==> src/rtl/vlsu_axi_wr_limiter.sv <==
// vlsu_axi_wr_limiter: caps outstanding AXI write bursts from the VLSU and holds
// W beats back until their AW has been accepted downstream. Tracks burst lengths
// in a small FIFO to check W.last placement and flags protocol errors (sticky).

package vlsu_axi_wr_limiter_pkg;
    typedef struct packed {
        logic [31:0] addr;
        logic [7:0]  len;
    } aw_t;

    typedef struct packed {
        logic [31:0] data;
        logic        last;
    } w_t;

    typedef struct packed {
        logic [1:0] resp;
    } b_t;
endpackage

module vlsu_axi_wr_limiter #(
    parameter int unsigned MaxOutstanding = 4,
    parameter type axi_aw_t = vlsu_axi_wr_limiter_pkg::aw_t,
    parameter type axi_w_t  = vlsu_axi_wr_limiter_pkg::w_t,
    parameter type axi_b_t  = vlsu_axi_wr_limiter_pkg::b_t
) (
    input  logic    clk_i,
    input  logic    rst_i,
    input  axi_aw_t slv_aw_i,
    input  logic    slv_aw_valid_i,
    output logic    slv_aw_ready_o,
    input  axi_w_t  slv_w_i,
    input  logic    slv_w_valid_i,
    output logic    slv_w_ready_o,
    output axi_b_t  slv_b_o,
    output logic    slv_b_valid_o,
    input  logic    slv_b_ready_i,
    output axi_aw_t mst_aw_o,
    output logic    mst_aw_valid_o,
    input  logic    mst_aw_ready_i,
    output axi_w_t  mst_w_o,
    output logic    mst_w_valid_o,
    input  logic    mst_w_ready_i,
    input  axi_b_t  mst_b_i,
    input  logic    mst_b_valid_i,
    output logic    mst_b_ready_o,
    output logic    idle_o,
    output logic    proto_err_o
);

    localparam int unsigned CntW = $clog2(MaxOutstanding + 1);
    localparam int unsigned PtrW = (MaxOutstanding > 1) ? $clog2(MaxOutstanding) : 1;
    localparam logic [CntW-1:0] MaxCnt  = CntW'(MaxOutstanding);
    localparam logic [PtrW-1:0] LastPtr = PtrW'(MaxOutstanding - 1);

    logic [CntW-1:0] outst_cnt_q, outst_cnt_d;
    logic [CntW-1:0] fifo_cnt_q, fifo_cnt_d;
    logic [PtrW-1:0] wr_ptr_q, wr_ptr_d;
    logic [PtrW-1:0] rd_ptr_q, rd_ptr_d;
    logic [7:0]      fifo_mem_q [MaxOutstanding];
    logic [7:0]      beat_cnt_q, beat_cnt_d;
    logic            proto_err_q, proto_err_d;

    logic       fifo_full, fifo_empty;
    logic [7:0] fifo_head;
    logic       aw_block, w_en;
    logic       aw_hs, w_hs, b_hs;
    logic       last_beat;
    logic       push, pop;

    function automatic logic [PtrW-1:0] ptr_inc(input logic [PtrW-1:0] p);
        return (p == LastPtr) ? '0 : p + 1'b1;
    endfunction

    assign fifo_full  = (fifo_cnt_q == MaxCnt);
    assign fifo_empty = (fifo_cnt_q == '0);
    assign fifo_head  = fifo_mem_q[rd_ptr_q];

    // AW is blocked purely from registered state, so a same-cycle B or pop never frees a slot.
    assign aw_block = (outst_cnt_q == MaxCnt) | fifo_full;
    assign w_en     = ~fifo_empty;

    assign mst_aw_o       = slv_aw_i;
    assign mst_aw_valid_o = ~rst_i & slv_aw_valid_i & ~aw_block;
    assign slv_aw_ready_o = ~rst_i & mst_aw_ready_i & ~aw_block;

    assign mst_w_o        = slv_w_i;
    assign mst_w_valid_o  = ~rst_i & slv_w_valid_i & w_en;
    assign slv_w_ready_o  = ~rst_i & mst_w_ready_i & w_en;

    assign slv_b_o        = mst_b_i;
    assign slv_b_valid_o  = ~rst_i & mst_b_valid_i;
    assign mst_b_ready_o  = ~rst_i & slv_b_ready_i;

    assign aw_hs = slv_aw_valid_i & slv_aw_ready_o;
    assign w_hs  = slv_w_valid_i & slv_w_ready_o;
    assign b_hs  = slv_b_valid_o & mst_b_ready_o;

    assign last_beat = (beat_cnt_q == fifo_head);
    assign push      = aw_hs;
    assign pop       = w_hs & last_beat;

    assign idle_o      = (outst_cnt_q == '0) & fifo_empty;
    assign proto_err_o = proto_err_q;

    // Next-state for counters, FIFO pointers and the sticky error flag.
    always_comb begin
        outst_cnt_d = outst_cnt_q;
        fifo_cnt_d  = fifo_cnt_q;
        wr_ptr_d    = wr_ptr_q;
        rd_ptr_d    = rd_ptr_q;
        beat_cnt_d  = beat_cnt_q;
        proto_err_d = proto_err_q;

        if (aw_hs && !b_hs) begin
            outst_cnt_d = outst_cnt_q + 1'b1;
        end else if (b_hs && !aw_hs && (outst_cnt_q != '0)) begin
            outst_cnt_d = outst_cnt_q - 1'b1;
        end

        if (b_hs && (outst_cnt_q == '0)) begin
            proto_err_d = 1'b1;
        end

        if (w_hs) begin
            beat_cnt_d = last_beat ? '0 : beat_cnt_q + 1'b1;
            if (slv_w_i.last != last_beat) begin
                proto_err_d = 1'b1;
            end
        end

        if (push) begin
            wr_ptr_d = ptr_inc(wr_ptr_q);
        end
        if (pop) begin
            rd_ptr_d = ptr_inc(rd_ptr_q);
        end
        case ({push, pop})
            2'b10:   fifo_cnt_d = fifo_cnt_q + 1'b1;
            2'b01:   fifo_cnt_d = fifo_cnt_q - 1'b1;
            default: fifo_cnt_d = fifo_cnt_q;
        endcase
    end

    // Control state registers with synchronous reset.
    always_ff @(posedge clk_i) begin
        if (rst_i) begin
            outst_cnt_q <= '0;
            fifo_cnt_q  <= '0;
            wr_ptr_q    <= '0;
            rd_ptr_q    <= '0;
            beat_cnt_q  <= '0;
            proto_err_q <= 1'b0;
        end else begin
            outst_cnt_q <= outst_cnt_d;
            fifo_cnt_q  <= fifo_cnt_d;
            wr_ptr_q    <= wr_ptr_d;
            rd_ptr_q    <= rd_ptr_d;
            beat_cnt_q  <= beat_cnt_d;
            proto_err_q <= proto_err_d;
        end
    end

    // Burst-length storage; contents are only meaningful between the pointers.
    always_ff @(posedge clk_i) begin
        if (push) begin
            fifo_mem_q[wr_ptr_q] <= slv_aw_i.len;
        end
    end

endmodule

==> config.mk <==
export PLATFORM = sky130hd
export DESIGN_NAME = vlsu_axi_wr_limiter
export DESIGN_NICKNAME = d
export VERILOG_FILES = /design/src/rtl/vlsu_axi_wr_limiter.sv
export SDC_FILE = /design/constraint.sdc
export NUM_CORES = 1
export LEC_CHECK = 0
export ABC_AREA = 1
export ABC_CLOCK_PERIOD_IN_PS = 3100
export CAP_MARGIN = 20
export CORE_UTILIZATION = 31
export DETAILED_ROUTE_END_ITERATION = 16
export GPL_ROUTABILITY_DRIVEN = 0
export PLACE_DENSITY = 0.66
export SLEW_MARGIN = 30
export SYNTH_ARGS = -nofsm -noshare
export SYNTH_HDL_FRONTEND = slang
export SYNTH_SLANG_ARGS = --single-unit
==> constraint.sdc <==
create_clock -name clk_i -period 3.1 [get_ports clk_i]
set_clock_uncertainty 0.1 [all_clocks]
set_input_delay 0.31 -clock clk_i [delete_from_list [all_inputs] [get_ports clk_i]]
set_output_delay 0.31 -clock clk_i [all_outputs]
set_load 0.01 [all_outputs]
# Yosys cells after proc, flatten, opt, wreduce, memory -nomap -nowiden
# Memory sizes are Yosys's and may differ from the RTL's. A register that Yosys moved wholly into a read port is not among the register bits.
# Cells that the tools add are included.
# totals
mem_count	1
mem_bits_rw	32
input_bits	83
reg_bits	19
out_inout_bits	83
word_cells	65
# memory_table
memory	words	width	rd	rd_ports_with_merged_regs	wr	line_no	source
fifo_mem_q	4	8	1	1	1	60	logic [7:0] fifo_mem_q [MaxOutstanding];
# op_classes
reduce_logical	11
eq_ne	8
addsub	7
bitwise_logic	19
n_mux	13
# op_table
cell	count
$and A1 B1 Y1	15
$add A8 B1 Y8 const B	1
$eq A8 B8 Y1	1
$mux W2	4
$mux W8	1
$add A3 B1 Y3 const B	2
$eq A2 B2 Y1 const B	3
$eq A3 B3 Y1 const B	2
$logic_not A3 Y1	2
$mux W3	2
$pmux W3 S2	1
$sub A3 B1 Y3 const B	2
$mux W1	5
$add A2 B1 Y2 const B	2
$logic_and A1 B1 Y1	4
$reduce_bool A2 Y1	2
$not A1 Y1	3
$reduce_bool A3 Y1	1
$eq A2 B1 Y1 const B	1
$logic_not A1 Y1	2
$ne A1 B1 Y1	1
$or A1 B1 Y1	1

# Depth between registers and ports, before layout
# logic_depth
ltp_word	10
ltp_mapped	19
depth_no_buf	18

# Worst setup path before layout
# OpenSTA, ideal clock, no wires.
# synth_path
kind	reg2reg
start	reg with a tool-made name
end	reg fifo_cnt_q[2]
slack_ps	678
setup_time_ps	122
required_ps	2878
arrival_ps	2200
path_stages_with_launch	20
synth_period_minus_slack_ps	2422
cell_sequence	dfxtp_1 buf_6 inv_4 buf_6 nand2_1 nand3_1 nand2_1 nand2_1 nand2_1 nand2_1 nor2_4 nand3_4 clkinv_2 ha_1 inv_1 fa_1 a21oi_1 o21ai_0 o21ai_0 a21oi_1
# synth_rtl
item	line_no	source
end signal, assigned	156	fifo_cnt_q <= fifo_cnt_d;
end, declared	57	logic [CntW-1:0] fifo_cnt_q, fifo_cnt_d;

==> key figures <==
Run status
  – Outcome: finished, final reports clean

Run
  – Max cap viols: 0

Yosys
  – Syn. warnings: 0
  – Yosys reg bits: 53
  – Synth cell types: 30
  – Synthesized cell area: 3140 um2
  – Register area share after synthesis: 44.0%
  – Post-synthesis cell count: 363
  – Mean post-synth cell area: 8.65 um2
  – Synthesized Nets: 455

Clocking
  – TritonCTS clock tree: yes
  – Worst-skew pair later-pin latency: 0.32 ns
  – Clk slew on worst S/H paths: 0.10 ns
  – Post-CTS sizing: 0
  – CTS Sinks: 53
  – CTS Buf Count: 5
  – Clk root buf: clkbuf_8
  – Postcts setup bufs: 0
  – Clock Path Buffers: 2
  – CTS Hold Buffers Added: 0
  – H-Tree Depth: 2

Worst setup path
  – R2R depth: 15
  – Setup crit start kind: flip-flop
  – CP arrival: 2.89 ns
  – Crit path max fanout: 9
  – CP Cell Sequence: inv_2 > nand3_1 > nand3_1 > nand2_1 > nand2_1 > nor2_4 > nand3_4 > clkinv_2 > ha_1 > inv_1 > fa_1 > a21oi_1 > o21ai_0 > o21ai_0 > a21oi_1
  – R2R Path End: fifo_cnt_q[2]
  – Crit. path cell count: 15
  – Worst endpoint required time: 3.20 ns
  – Critical path buffers and inverters: 3
  – Max incr delay on CP: 0.57 ns
  – R2r setup slk: 0.31 ns
  – Worst setup EP type: flip-flop
  – Worst setup path endpoint: fifo_cnt_q[2]
  – Family with the most delay on the worst path: simple AND/OR/NAND/NOR gates
  – Kind of critical path: flip-flop to flip-flop
  – Slowest CP cell: dfxtp_1

Placed design
  – Post-DP HPWL: 5.95 mm
  – Port Buf Inserts: 33

Die
  – Initial Utilization: 32.0%
  – Row cnt: 36
  – Number of placed I/O pins: 166
  – Die Wd: 103 um
  – Core Area: 9820 um2
  – Die Height: 103 um
  – DIE AREA: 10500 um2

Drt
  – Post-Route WL: 7.40 mm
  – WL/cell: 16.0 um
  – Via-per-instance ratio: 4.40
  – Number of remaining DRC errors: 0
  – First-pass DRT Iterations: 4
  – Initial DRC count: 96
  – Via count of the routed design: 2034
  – Antenna Nets Post-Route: 0

Timing
  – Final setup viols: 0
  – RSZ-0062 raised after global routing: false
  – Setup TNS: 0 ns
  – Final Hold Vio Count: 0
  – Tmin final: 2.79 ns
  – FMAX: 0.358 GHz
  – Max Slew Vio Count: 0
  – Worst Max-Slew Pin Slew: 0.425 ns
  – Final hold slack: 0.400 ns
  – Final Cycle Share: 90.1%
  – Max-slew headroom: 71.4%

Final layout
  – Nets: 420
  – Register area: 1380 um2
  – Share of cells above drive strength 1: 12.2%
  – Multi-input gate area: 987 um2
  – Fillers: 1051
  – Most frequent cells in the layout: 83 x nand2_1, 33 x clkdlybuf4s50_1, 32 x inv_1, 32 x edfxtp_1, 31 x nand3_1
  – Area grow syn2layout: 0.916%
  – Most common cell after layout, fill and taps aside: nand2_1
  – # diodes: 0

Power
  – P per Cell Area: 412 nW/um2
  – Max VDD drop: 0.264 mV
  – Leakage: 1.27 nW

Global route
  – GR Util All Layers: 13.9%
  – Largest net degree at the start of global routing: 19
  – Vias in the first global route: 1906
  – GRT overflow: 0
  – Initial antenna violation count: 0
  – First-pass GRT wire length: 10.7 mm

Hold path
  – Min-Delay Path Depth: 2
  – Source of the worst hold timing path: rd_ptr_q[1]
  – Min-delay worst type: flip-flop to flip-flop
[cell families (layout without fill, tap and decap cells)]
kind of cell | Yosys count | count (layout) | synth area share [%]
and+or+nand+nor | 149 | 149 | 22.3
buffers and inverters | 124 | 90 | 24.6
DFF | 53 | 53 | 44.0
AOI/OAI and AO/OA | 26 | 26 | 4.46
adders and majority gates | 9 | 9 | 4.06
xor gates and xnor gates | 2 | 2 | 0.558
[metal layers]
layer	wire length, um	GRT usage (%)	vias to the layer above
met1	2480	13.4	892
met3	830	4.54	30
met5	0	0	-
met2	3730	25.5	94
met4	351	8.68	0
li1	-	-	1018
[tightest hold or removal path, cell delays in order, from the launching register on]
cell	delay, ns
dfxtp_1	0.32
nand2_1	0.08
a21oi_2	0.06
[sequential cells by signal (all words and copies together), names as in the netlist, named ones only]
name	flops
fifo_mem_q	32
fifo_cnt_q	3
proto_err_o	1
outst_cnt_q	3
rd_ptr_q	2
beat_cnt_q	8
wr_ptr_q	2
[worst min-delay path by stage]
stage,end,slack (ns)
finish,flip-flop,0.40
global placement,fifo_cnt_q[0],0.39
floorplan,fifo_mem_q[0][0],0.31
global route,rd_ptr_q[1],0.44
CTS,flip-flop,0.40
detailed placement,rd_ptr_q[1],0.38
[where the power goes]
group          internal (W)  leakage [nW]  switching, W
registers          0.000758         0.459    0.00000884
logic             0.0000629         0.758     0.0000659
clock network      0.000165        0.0487      0.000246
[layout make-up]
type / instances / area share (%)
Tap cell: 133 / 5.25
Timing Repair Buffer: 39 / 11.8
Clock buffer: 5 / 2.17
Sequential cell: 53 / 43.6
Clock inverter: 3 / 0.829
Multi-Input combinational cell: 186 / 31.1
Inverter: 43 / 5.21
[cells in the mapped netlist]
master,number,area [um2]
nand2_1,83,312
buf_4,76,571
edfxtp_1,32,961
inv_1,32,120
nand3_1,31,155
dfxtp_1,21,420
nor2_1,15,56.3
a21oi_1,11,55.1
o21ai_0,10,50.1
inv_2,9,33.8
ha_1,7,87.6
nand3_2,5,50.1
nor3_1,4,20.0
buf_2,3,15.0
a21oi_2,2,17.5
buf_6,2,22.5
fa_1,2,40.0
nand2_2,2,12.5
nand4_1,2,12.5
nor2_4,2,22.5
o21ai_1,2,10.0
xor2_1,2,17.5
a211oi_1,1,7.51
clkinv_2,1,5.00
inv_4,1,6.26
nand2_4,1,11.3
nand3_4,1,17.5
nor3_2,1,10.0
nor3_4,1,16.3
nor4_1,1,6.26
[stage by stage]
step / total power, W / instances / setup slack (ns) / area (um2) / utilization [%]
global placement: 0.000907 / 454 / 0.335 / 3080 / 31.3
floorplan: 0.000938 / 363 / 0.678 / 3140 / -
global route: 0.00136 / 462 / 0.0746 / 3170 / 32.3
CTS: 0.00132 / 462 / 0.310 / 3170 / 32.3
finish: 0.00131 / 462 / 0.307 / 3170 / 32.3
detailed placement: 0.000912 / 454 / 0.252 / 3080 / 31.3
Power figures use the tool's default switching activity.
